**src/rtl/red_pitaya_dfilt_pkg.sv**
```systemverilog
// Shared types and constants for the ADC equalization filter coefficient scheduler.
// Coefficient widths, register map, CTRL/STATUS bit positions and bypass reset values.
package red_pitaya_dfilt_pkg;

  localparam int ADDR_W = 3;
  localparam int DATA_W = 32;

  localparam int AA_W = 18;
  localparam int BB_W = 25;
  localparam int KK_W = 25;
  localparam int PP_W = 25;

  typedef enum logic [1:0] {
    ST_IDLE   = 2'd0,
    ST_APPLY  = 2'd1,
    ST_FLUSH  = 2'd2,
    ST_SETTLE = 2'd3
  } state_e;

  localparam logic [ADDR_W-1:0] ADDR_AA     = 3'd0;
  localparam logic [ADDR_W-1:0] ADDR_BB     = 3'd1;
  localparam logic [ADDR_W-1:0] ADDR_KK     = 3'd2;
  localparam logic [ADDR_W-1:0] ADDR_PP     = 3'd3;
  localparam logic [ADDR_W-1:0] ADDR_CTRL   = 3'd4;
  localparam logic [ADDR_W-1:0] ADDR_STATUS = 3'd5;

  localparam int CTRL_PEND_BIT  = 0;
  localparam int CTRL_FLUSH_BIT = 1;

  localparam int STAT_BUSY_BIT  = 0;
  localparam int STAT_VALID_BIT = 1;
  localparam int STAT_STATE_LSB = 2;

  // Bypass coefficients: filter passes data through with unity gain.
  localparam logic [AA_W-1:0] AA_BYPASS = 18'h0;
  localparam logic [BB_W-1:0] BB_BYPASS = 25'h0;
  localparam logic [KK_W-1:0] KK_BYPASS = 25'hFFFFFF;
  localparam logic [PP_W-1:0] PP_BYPASS = 25'h0;

endpackage

```
**src/rtl/red_pitaya_dfilt1_ctrl_if.sv**
```systemverilog
// System register bus seen by the coefficient scheduler.
// Suffixes are relative to the scheduler: _i driven by the decoder, _o returned.
interface red_pitaya_dfilt1_ctrl_if;
  import red_pitaya_dfilt_pkg::*;

  logic [ADDR_W-1:0] sys_addr_i;
  logic [DATA_W-1:0] sys_wdata_i;
  logic              sys_wen_i;
  logic              sys_ren_i;
  logic [DATA_W-1:0] sys_rdata_o;
  logic              sys_ack_o;

  modport master (
    output sys_addr_i, sys_wdata_i, sys_wen_i, sys_ren_i,
    input  sys_rdata_o, sys_ack_o
  );

  modport slave (
    input  sys_addr_i, sys_wdata_i, sys_wen_i, sys_ren_i,
    output sys_rdata_o, sys_ack_o
  );

endinterface

```
**src/rtl/red_pitaya_dfilt_regs.sv**
```systemverilog
// Shadow coefficient registers, CTRL flush_en bit and registered bus read/ack path.
// Commit requests leave as a single-cycle pulse; the pending flag itself lives with the FSM.
module red_pitaya_dfilt_regs
  import red_pitaya_dfilt_pkg::*;
#(
  parameter logic [AA_W-1:0] AA_RST = AA_BYPASS,
  parameter logic [BB_W-1:0] BB_RST = BB_BYPASS,
  parameter logic [KK_W-1:0] KK_RST = KK_BYPASS,
  parameter logic [PP_W-1:0] PP_RST = PP_BYPASS
) (
  input  logic                   clk_i,
  input  logic                   rstn_i,
  red_pitaya_dfilt1_ctrl_if.slave bus,
  input  logic                   pending_i,
  input  state_e                 state_i,
  input  logic                   dat_valid_i,
  input  logic                   busy_i,
  output logic [AA_W-1:0]        sh_aa_o,
  output logic [BB_W-1:0]        sh_bb_o,
  output logic [KK_W-1:0]        sh_kk_o,
  output logic [PP_W-1:0]        sh_pp_o,
  output logic                   flush_en_o,
  output logic                   commit_req_o
);

  logic [AA_W-1:0]   aa_q, aa_d;
  logic [BB_W-1:0]   bb_q, bb_d;
  logic [KK_W-1:0]   kk_q, kk_d;
  logic [PP_W-1:0]   pp_q, pp_d;
  logic              flush_en_q, flush_en_d;
  logic              ack_q, ack_d;
  logic [DATA_W-1:0] rdata_q, rdata_d, rd_mux;
  logic              unused_wdata;

  assign unused_wdata = ^bus.sys_wdata_i[DATA_W-1:BB_W];

  always_comb begin
    aa_d       = aa_q;
    bb_d       = bb_q;
    kk_d       = kk_q;
    pp_d       = pp_q;
    flush_en_d = flush_en_q;
    if (bus.sys_wen_i) begin
      case (bus.sys_addr_i)
        ADDR_AA:   aa_d       = bus.sys_wdata_i[AA_W-1:0];
        ADDR_BB:   bb_d       = bus.sys_wdata_i[BB_W-1:0];
        ADDR_KK:   kk_d       = bus.sys_wdata_i[KK_W-1:0];
        ADDR_PP:   pp_d       = bus.sys_wdata_i[PP_W-1:0];
        ADDR_CTRL: flush_en_d = bus.sys_wdata_i[CTRL_FLUSH_BIT];
        default:   ;
      endcase
    end
  end

  assign commit_req_o = bus.sys_wen_i && (bus.sys_addr_i == ADDR_CTRL) &&
                        bus.sys_wdata_i[CTRL_PEND_BIT];

  always_comb begin
    rd_mux = '0;
    case (bus.sys_addr_i)
      ADDR_AA: rd_mux = DATA_W'(aa_q);
      ADDR_BB: rd_mux = DATA_W'(bb_q);
      ADDR_KK: rd_mux = DATA_W'(kk_q);
      ADDR_PP: rd_mux = DATA_W'(pp_q);
      ADDR_CTRL: begin
        rd_mux[CTRL_PEND_BIT]  = pending_i;
        rd_mux[CTRL_FLUSH_BIT] = flush_en_q;
      end
      ADDR_STATUS: begin
        rd_mux[STAT_BUSY_BIT]             = busy_i;
        rd_mux[STAT_VALID_BIT]            = dat_valid_i;
        rd_mux[STAT_STATE_LSB +: 2]       = state_i;
      end
      default: ;
    endcase
  end

  // Writes ack with zero data; only a read strobe returns the mux.
  assign ack_d   = bus.sys_wen_i | bus.sys_ren_i;
  assign rdata_d = bus.sys_ren_i ? rd_mux : '0;

  always_ff @(posedge clk_i or negedge rstn_i) begin
    if (!rstn_i) begin
      aa_q       <= AA_RST;
      bb_q       <= BB_RST;
      kk_q       <= KK_RST;
      pp_q       <= PP_RST;
      flush_en_q <= 1'b1;
      ack_q      <= 1'b0;
      rdata_q    <= '0;
    end else begin
      aa_q       <= aa_d;
      bb_q       <= bb_d;
      kk_q       <= kk_d;
      pp_q       <= pp_d;
      flush_en_q <= flush_en_d;
      ack_q      <= ack_d;
      rdata_q    <= rdata_d;
    end
  end

  assign sh_aa_o         = aa_q;
  assign sh_bb_o         = bb_q;
  assign sh_kk_o         = kk_q;
  assign sh_pp_o         = pp_q;
  assign flush_en_o      = flush_en_q;
  assign bus.sys_ack_o   = ack_q;
  assign bus.sys_rdata_o = rdata_q;

endmodule

```
**src/rtl/red_pitaya_dfilt1_ctrl.sv**
```systemverilog
// Coefficient scheduler: commits shadow AA/BB/KK/PP to the filter atomically when not holding,
// optionally flushes the filter, then masks dat_valid_o until the IIR pipeline has settled.
module red_pitaya_dfilt1_ctrl
  import red_pitaya_dfilt_pkg::*;
#(
  parameter logic [AA_W-1:0] AA_RST     = AA_BYPASS,
  parameter logic [BB_W-1:0] BB_RST     = BB_BYPASS,
  parameter logic [KK_W-1:0] KK_RST     = KK_BYPASS,
  parameter logic [PP_W-1:0] PP_RST     = PP_BYPASS,
  parameter int              FLUSH_CYC  = 4,
  parameter int              SETTLE_CYC = 16
) (
  input  logic                   adc_clk_i,
  input  logic                   adc_rstn_i,
  red_pitaya_dfilt1_ctrl_if.slave bus,
  input  logic                   hold_i,
  output logic [AA_W-1:0]        cfg_aa_o,
  output logic [BB_W-1:0]        cfg_bb_o,
  output logic [KK_W-1:0]        cfg_kk_o,
  output logic [PP_W-1:0]        cfg_pp_o,
  output logic                   filt_rstn_o,
  output logic                   dat_valid_o,
  output logic                   busy_o,
  output logic                   commit_done_o
);

  localparam logic [3:0] FLUSH_LAST  = 4'(FLUSH_CYC - 1);
  localparam logic [7:0] SETTLE_LAST = 8'(SETTLE_CYC - 1);

  state_e          state_q, state_d;
  logic [3:0]      flush_cnt_q, flush_cnt_d;
  logic [7:0]      settle_cnt_q, settle_cnt_d;
  logic            pending_q, pending_d;
  logic            done_q, done_d;
  logic            filt_rstn_q, dat_valid_q;
  logic            apply;
  logic            commit_req, flush_en;
  logic [AA_W-1:0] sh_aa, act_aa_q;
  logic [BB_W-1:0] sh_bb, act_bb_q;
  logic [KK_W-1:0] sh_kk, act_kk_q;
  logic [PP_W-1:0] sh_pp, act_pp_q;

  red_pitaya_dfilt_regs #(
    .AA_RST (AA_RST),
    .BB_RST (BB_RST),
    .KK_RST (KK_RST),
    .PP_RST (PP_RST)
  ) u_regs (
    .clk_i        (adc_clk_i),
    .rstn_i       (adc_rstn_i),
    .bus          (bus),
    .pending_i    (pending_q),
    .state_i      (state_q),
    .dat_valid_i  (dat_valid_q),
    .busy_i       (busy_o),
    .sh_aa_o      (sh_aa),
    .sh_bb_o      (sh_bb),
    .sh_kk_o      (sh_kk),
    .sh_pp_o      (sh_pp),
    .flush_en_o   (flush_en),
    .commit_req_o (commit_req)
  );

  always_comb begin
    state_d      = state_q;
    flush_cnt_d  = flush_cnt_q;
    settle_cnt_d = settle_cnt_q;
    done_d       = 1'b0;
    apply        = 1'b0;
    case (state_q)
      ST_IDLE: begin
        if (pending_q && !hold_i) state_d = ST_APPLY;
      end
      ST_APPLY: begin
        apply        = 1'b1;
        flush_cnt_d  = '0;
        settle_cnt_d = '0;
        state_d      = flush_en ? ST_FLUSH : ST_SETTLE;
      end
      ST_FLUSH: begin
        if (flush_cnt_q == FLUSH_LAST) state_d = ST_SETTLE;
        else                           flush_cnt_d = flush_cnt_q + 4'd1;
      end
      ST_SETTLE: begin
        if (settle_cnt_q == SETTLE_LAST) begin
          state_d = ST_IDLE;
          done_d  = 1'b1;
        end else begin
          settle_cnt_d = settle_cnt_q + 8'd1;
        end
      end
      default: state_d = ST_IDLE;
    endcase
  end

  // A request landing in the APPLY cycle survives the clear so it is queued, not lost.
  assign pending_d = commit_req | (pending_q & ~apply);

  always_ff @(posedge adc_clk_i or negedge adc_rstn_i) begin
    if (!adc_rstn_i) begin
      state_q      <= ST_IDLE;
      flush_cnt_q  <= '0;
      settle_cnt_q <= '0;
      pending_q    <= 1'b0;
      done_q       <= 1'b0;
      filt_rstn_q  <= 1'b1;
      dat_valid_q  <= 1'b1;
      act_aa_q     <= AA_RST;
      act_bb_q     <= BB_RST;
      act_kk_q     <= KK_RST;
      act_pp_q     <= PP_RST;
    end else begin
      state_q      <= state_d;
      flush_cnt_q  <= flush_cnt_d;
      settle_cnt_q <= settle_cnt_d;
      pending_q    <= pending_d;
      done_q       <= done_d;
      filt_rstn_q  <= (state_d != ST_FLUSH);
      dat_valid_q  <= (state_d == ST_IDLE);
      if (apply) begin
        act_aa_q <= sh_aa;
        act_bb_q <= sh_bb;
        act_kk_q <= sh_kk;
        act_pp_q <= sh_pp;
      end
    end
  end

  assign cfg_aa_o      = act_aa_q;
  assign cfg_bb_o      = act_bb_q;
  assign cfg_kk_o      = act_kk_q;
  assign cfg_pp_o      = act_pp_q;
  assign filt_rstn_o   = filt_rstn_q;
  assign dat_valid_o   = dat_valid_q;
  assign commit_done_o = done_q;
  assign busy_o        = pending_q | (state_q != ST_IDLE);

endmodule

```
**src/flat_wrapper.sv**
```systemverilog
// flat-port wrapper written by rule: the top's interface ports become plain ports
module red_pitaya_dfilt1_ctrl_flat import red_pitaya_dfilt_pkg::*;
#(
  parameter logic [AA_W-1:0] AA_RST     = AA_BYPASS,
  parameter logic [BB_W-1:0] BB_RST     = BB_BYPASS,
  parameter logic [KK_W-1:0] KK_RST     = KK_BYPASS,
  parameter logic [PP_W-1:0] PP_RST     = PP_BYPASS,
  parameter int              FLUSH_CYC  = 4,
  parameter int              SETTLE_CYC = 16
)
  (adc_clk_i, adc_rstn_i, hold_i, cfg_aa_o, cfg_bb_o, cfg_kk_o, cfg_pp_o, filt_rstn_o, dat_valid_o, busy_o, commit_done_o, bus_sys_addr_i, bus_sys_wdata_i, bus_sys_wen_i, bus_sys_ren_i, bus_sys_rdata_o, bus_sys_ack_o);
  red_pitaya_dfilt1_ctrl_if bus_i ();
  input  logic adc_clk_i;
  input  logic adc_rstn_i;
  input  logic hold_i;
  output logic [AA_W-1:0] cfg_aa_o;
  output logic [BB_W-1:0] cfg_bb_o;
  output logic [KK_W-1:0] cfg_kk_o;
  output logic [PP_W-1:0] cfg_pp_o;
  output logic filt_rstn_o;
  output logic dat_valid_o;
  output logic busy_o;
  output logic commit_done_o;
  input wire logic [$bits(bus_i.sys_addr_i)-1:0] bus_sys_addr_i;
  input wire logic [$bits(bus_i.sys_wdata_i)-1:0] bus_sys_wdata_i;
  input wire logic [$bits(bus_i.sys_wen_i)-1:0] bus_sys_wen_i;
  input wire logic [$bits(bus_i.sys_ren_i)-1:0] bus_sys_ren_i;
  output wire logic [$bits(bus_i.sys_rdata_o)-1:0] bus_sys_rdata_o;
  output wire logic [$bits(bus_i.sys_ack_o)-1:0] bus_sys_ack_o;
  assign bus_i.sys_addr_i = bus_sys_addr_i;
  assign bus_i.sys_wdata_i = bus_sys_wdata_i;
  assign bus_i.sys_wen_i = bus_sys_wen_i;
  assign bus_i.sys_ren_i = bus_sys_ren_i;
  assign bus_sys_rdata_o = bus_i.sys_rdata_o;
  assign bus_sys_ack_o = bus_i.sys_ack_o;
  red_pitaya_dfilt1_ctrl #(.AA_RST(AA_RST), .BB_RST(BB_RST), .KK_RST(KK_RST), .PP_RST(PP_RST), .FLUSH_CYC(FLUSH_CYC), .SETTLE_CYC(SETTLE_CYC)) u_core (.adc_clk_i(adc_clk_i), .adc_rstn_i(adc_rstn_i), .bus(bus_i), .hold_i(hold_i), .cfg_aa_o(cfg_aa_o), .cfg_bb_o(cfg_bb_o), .cfg_kk_o(cfg_kk_o), .cfg_pp_o(cfg_pp_o), .filt_rstn_o(filt_rstn_o), .dat_valid_o(dat_valid_o), .busy_o(busy_o), .commit_done_o(commit_done_o));
endmodule
```
**config.mk**
```make
export PLATFORM = sky130hd
export DESIGN_NAME = red_pitaya_dfilt1_ctrl_flat
export DESIGN_NICKNAME = d
export VERILOG_FILES = /design/src/rtl/red_pitaya_dfilt_pkg.sv /design/src/rtl/red_pitaya_dfilt1_ctrl_if.sv /design/src/rtl/red_pitaya_dfilt_regs.sv /design/src/rtl/red_pitaya_dfilt1_ctrl.sv /design/src/flat_wrapper.sv
export SDC_FILE = /design/constraint.sdc
export NUM_CORES = 1
export LEC_CHECK = 0
export ABC_AREA = 1
export CORE_MARGIN = 2
export CORE_UTILIZATION = 45
export CTS_CLUSTER_SIZE = 24
export DETAILED_ROUTE_END_ITERATION = 7
export PLACE_DENSITY = 0.7
export SKIP_LAST_GASP = 1
export SLEW_MARGIN = 0
export SYNTH_ARGS = -nofsm -noshare
export SYNTH_HDL_FRONTEND = slang
export SYNTH_SLANG_ARGS = --single-unit
```
**constraint.sdc**
```tcl
create_clock -name adc_clk_i -period 2.2 [get_ports adc_clk_i]
set_input_delay 0.33 -clock adc_clk_i [delete_from_list [all_inputs] [get_ports adc_clk_i]]
set_output_delay 0.33 -clock adc_clk_i [all_outputs]
set_load 0.05 [all_outputs]
```
==> flow_summary.ini <==
[final_layout]
syn2layout_area_growth_pct = 31.0
antenna_cells = 0
nNetsFinal = 1263
final_layout_size_suffix_gt1_frac = 0.124
final_cell_mix = nand2_1, dfrtp_1, clkdlybuf4s50_1, o21ai_0, inv_1
fillers = 1795
postLayoutCellArea_um2 = 12400
stdcell_count = 1515
final_common_cell = nand2_1

[sta]
finalSetupTns_ns = 0
fmax_mhz = 462
rsz0062_at_grt = false
setup_viol = 0
fin_crit_sh = 0.983
relSlewSlack = 0.591
fin_crit_ns = 2.16
fin_skew_ns = 0.00927
tightestPinTransition_ns = 0.612
hold_violations = 0
maxSlewViolCount = 0

[global_routing]
grt_pass1_wl_um = 37800
grt_pass1_vias = 7118
gr-usage-all-layers = 0.214
antenna_found_initial = 0
grt_max_degree = 72
grt-ovfl-total = 0

[worst_setup_path]
r2r_cells = 7
critical_path_arrival_ns = 1.83
criticalPathCategory = reg -> out
start_kind = register
reg2reg_slack_ns = 0.55
cp.depth = 1
r2r_end = u_core.dat_valid_o$_DFF_PN1_
critical_path.startpoint = u_core.cfg_kk_o[13]$_DFFE_PN1N_
crit_end = cfg_kk_o[13]
cp_top_family = buffers and inverters
cp_slowest_cell = clkdlybuf4s50_1
slowest_delay_ns = 0.79
crit_required_ns = 1.87
critPathBufInv = 1
crit_path_end_kind = primary output
crit_chain = clkdlybuf4s50_1
r2r_start = u_core.settle_cnt_q[0]$_DFFE_PN0P_
crit_fanout = 2

[power]
leakagePower_uw = 0.00624
power.total_uw = 15700
ir_worst_vdd_mv = 0.772
powerDensity_nw_per_um2 = 1270

[synthesis]
syn_area_per_cell_um2 = 8.95
yosysTopAreaCell = dfrtp_1
synth_seq_cells = 231
ys_seq_area_frac = 0.617
yosysWarnings = 0
synth_top_cells_by_area = dfrtp_1, nand2_1, dfstp_2, o21ai_0, inv_1
synth.top_cell.area_share = 0.475
synthesis.area_um2 = 9470
syn_inst = 1059
ys_types = 32

[clock_network]
root_buffer = clkbuf_16
ctsLongestPathBuffers = 3
cts.sinks = 231
h-tree-depth = 1
cts_made_buffers = 25
path_clk_slew_ns = 0.06
clkLatencyLatePin_ns = 0.51
cts_tree = done
post-cts-setup-buffers = 0

[routing]
routed_wl_um = 23500
avgViaCountPerCell = 4.88
drc = 0
ant_nets = 0
vias = 7389
drtIter0Drc = 508
firstDrtPassIters = 6
wire_per_inst_um = 15.5

[place]
dpl.hpwl_um = 15800
place_congestion = 0.895
io_buffers = 155
dpl_cell_area_um2 = 11400
dp.cells = 1468

[die]
io_pins = 170
rows = 53
die-area_um2 = 22200
fp.dieW_um = 149
start_util = 0.455
die-height_um = 149
core_area_um2 = 20800

[outcome]
status = finished clean

[run]
cap_violations = 0

[hold_path]
hp-class = in -> async
cells in the mapped netlist (all sizes together):
| master | n |
|---|---|
| a21o | 1 |
| a21oi | 3 |
| buf | 42 |
| clkbuf | 14 |
| clkinv | 1 |
| conb | 1 |
| dfrtp | 180 |
| dfstp | 51 |
| ha | 2 |
| inv | 81 |
| nand2 | 412 |
| nand3 | 42 |
| nand3b | 1 |
| nand4 | 5 |
| nor2 | 55 |
| o21ai | 159 |
| o22ai | 3 |
| or2 | 2 |
| xnor2 | 2 |
| xor2 | 2 |
cells by family (layout without fill, tap and decap cells):
kind of cell	Yosys count	after routing	synth area share
buf+inv	138	313	0.0645
simple gates	517	517	0.220
xor+xnor	4	4	0.00370
compound gates	166	166	0.0923
fa+ha+maj	2	2	0.00264
flops	231	231	0.617
other cells	1	7	0.000396
through the flow:
step / utilization / hold slack [ns] / setup slack, ns
after global routing: 0.596 / 0.403 / 0.00325
after global placement: 0.549 / 0.332 / 0.202
after CTS: 0.594 / 0.367 / 0.0000349
after floorplan: - / 0.0344 / 0.864
final: 0.596 / 0.366 / 0.0365
after detailed placement: 0.549 / 0.336 / 0.195
where the power goes:
part           total [uW]  internal, uW  switching, uW
clock network        4740          3040           1690
logic                4910          1570           3340
registers            6090          5400            684
timing repair:
item,CTS,global route
endpoints found under the setup margin,8,16
endpoints found under the hold margin,56,0
hold buffers,1,0
resized for setup,8,17
layer usage:
| layer | track usage | vias up | share of wire |
|---|---|---|---|
| met5 | 0 | - | 0 |
| met4 | 0.0652 | 0 | 0.025 |
| met3 | 0.0318 | 39 | 0.063 |
| met2 | 0.345 | 215 | 0.48 |
| met1 | 0.302 | 3500 | 0.44 |
| li1 | - | 3635 | - |
how the worst min path moves through the flow:
stage / to / slack [ns] / start / depth (start not counted)
after floorplan: u_core.cfg_aa_o[0]$_DFFE_PN0N_ / 0.03 / adc_rstn_i / 0
after global placement: u_core.cfg_bb_o[10]$_DFFE_PN0N_ / 0.33 / adc_rstn_i / 1
after detailed placement: u_core.cfg_bb_o[11]$_DFFE_PN0N_ / 0.34 / adc_rstn_i / 1
after CTS: u_core.u_regs.sh_kk_o[21]$_DFFE_PN1P_ / 0.37 / bus_sys_wdata_i[21] / 3
after global routing: u_core.cfg_bb_o[9]$_DFFE_PN0N_ / 0.40 / adc_rstn_i / 2
final: u_core.cfg_aa_o[10]$_DFFE_PN0N_ / 0.37 / adc_rstn_i / 2
final cells by class:
cell class | count | area, um2 | share of cell area
clock buffer | 31 | 688 | 0.0555
tap | 275 | 344 | 0.0277
timing repair buffer | 185 | 1910 | 0.154
clock inverter | 15 | 263 | 0.0212
multi-input combinational | 696 | 3050 | 0.246
sequential | 231 | 5840 | 0.471
inverter | 82 | 310 | 0.0250
registers in the layout, indices dropped and copies added, names as in the netlist:
signal and count:
u_core.commit_done_o 1, u_core.u_regs.sh_kk_o 25, u_core.dat_valid_o 1, u_core.filt_rstn_o 1, u_core.u_regs.sh_bb_o 25, u_core.cfg_bb_o 25
u_core.u_regs.bus.sys_rdata_o 25, u_core.u_regs.sh_pp_o 25, u_core.flush_cnt_q 4, u_core.cfg_pp_o 25, u_core.state_q 2, u_core.u_regs.bus.sys_ack_o 1
u_core.u_regs.flush_en_o 1, u_core.settle_cnt_q 8, u_core.pending_q 1, u_core.cfg_kk_o 25, u_core.cfg_aa_o 18, u_core.u_regs.sh_aa_o 18
Note: power is estimated with default switching activity, not from simulation.
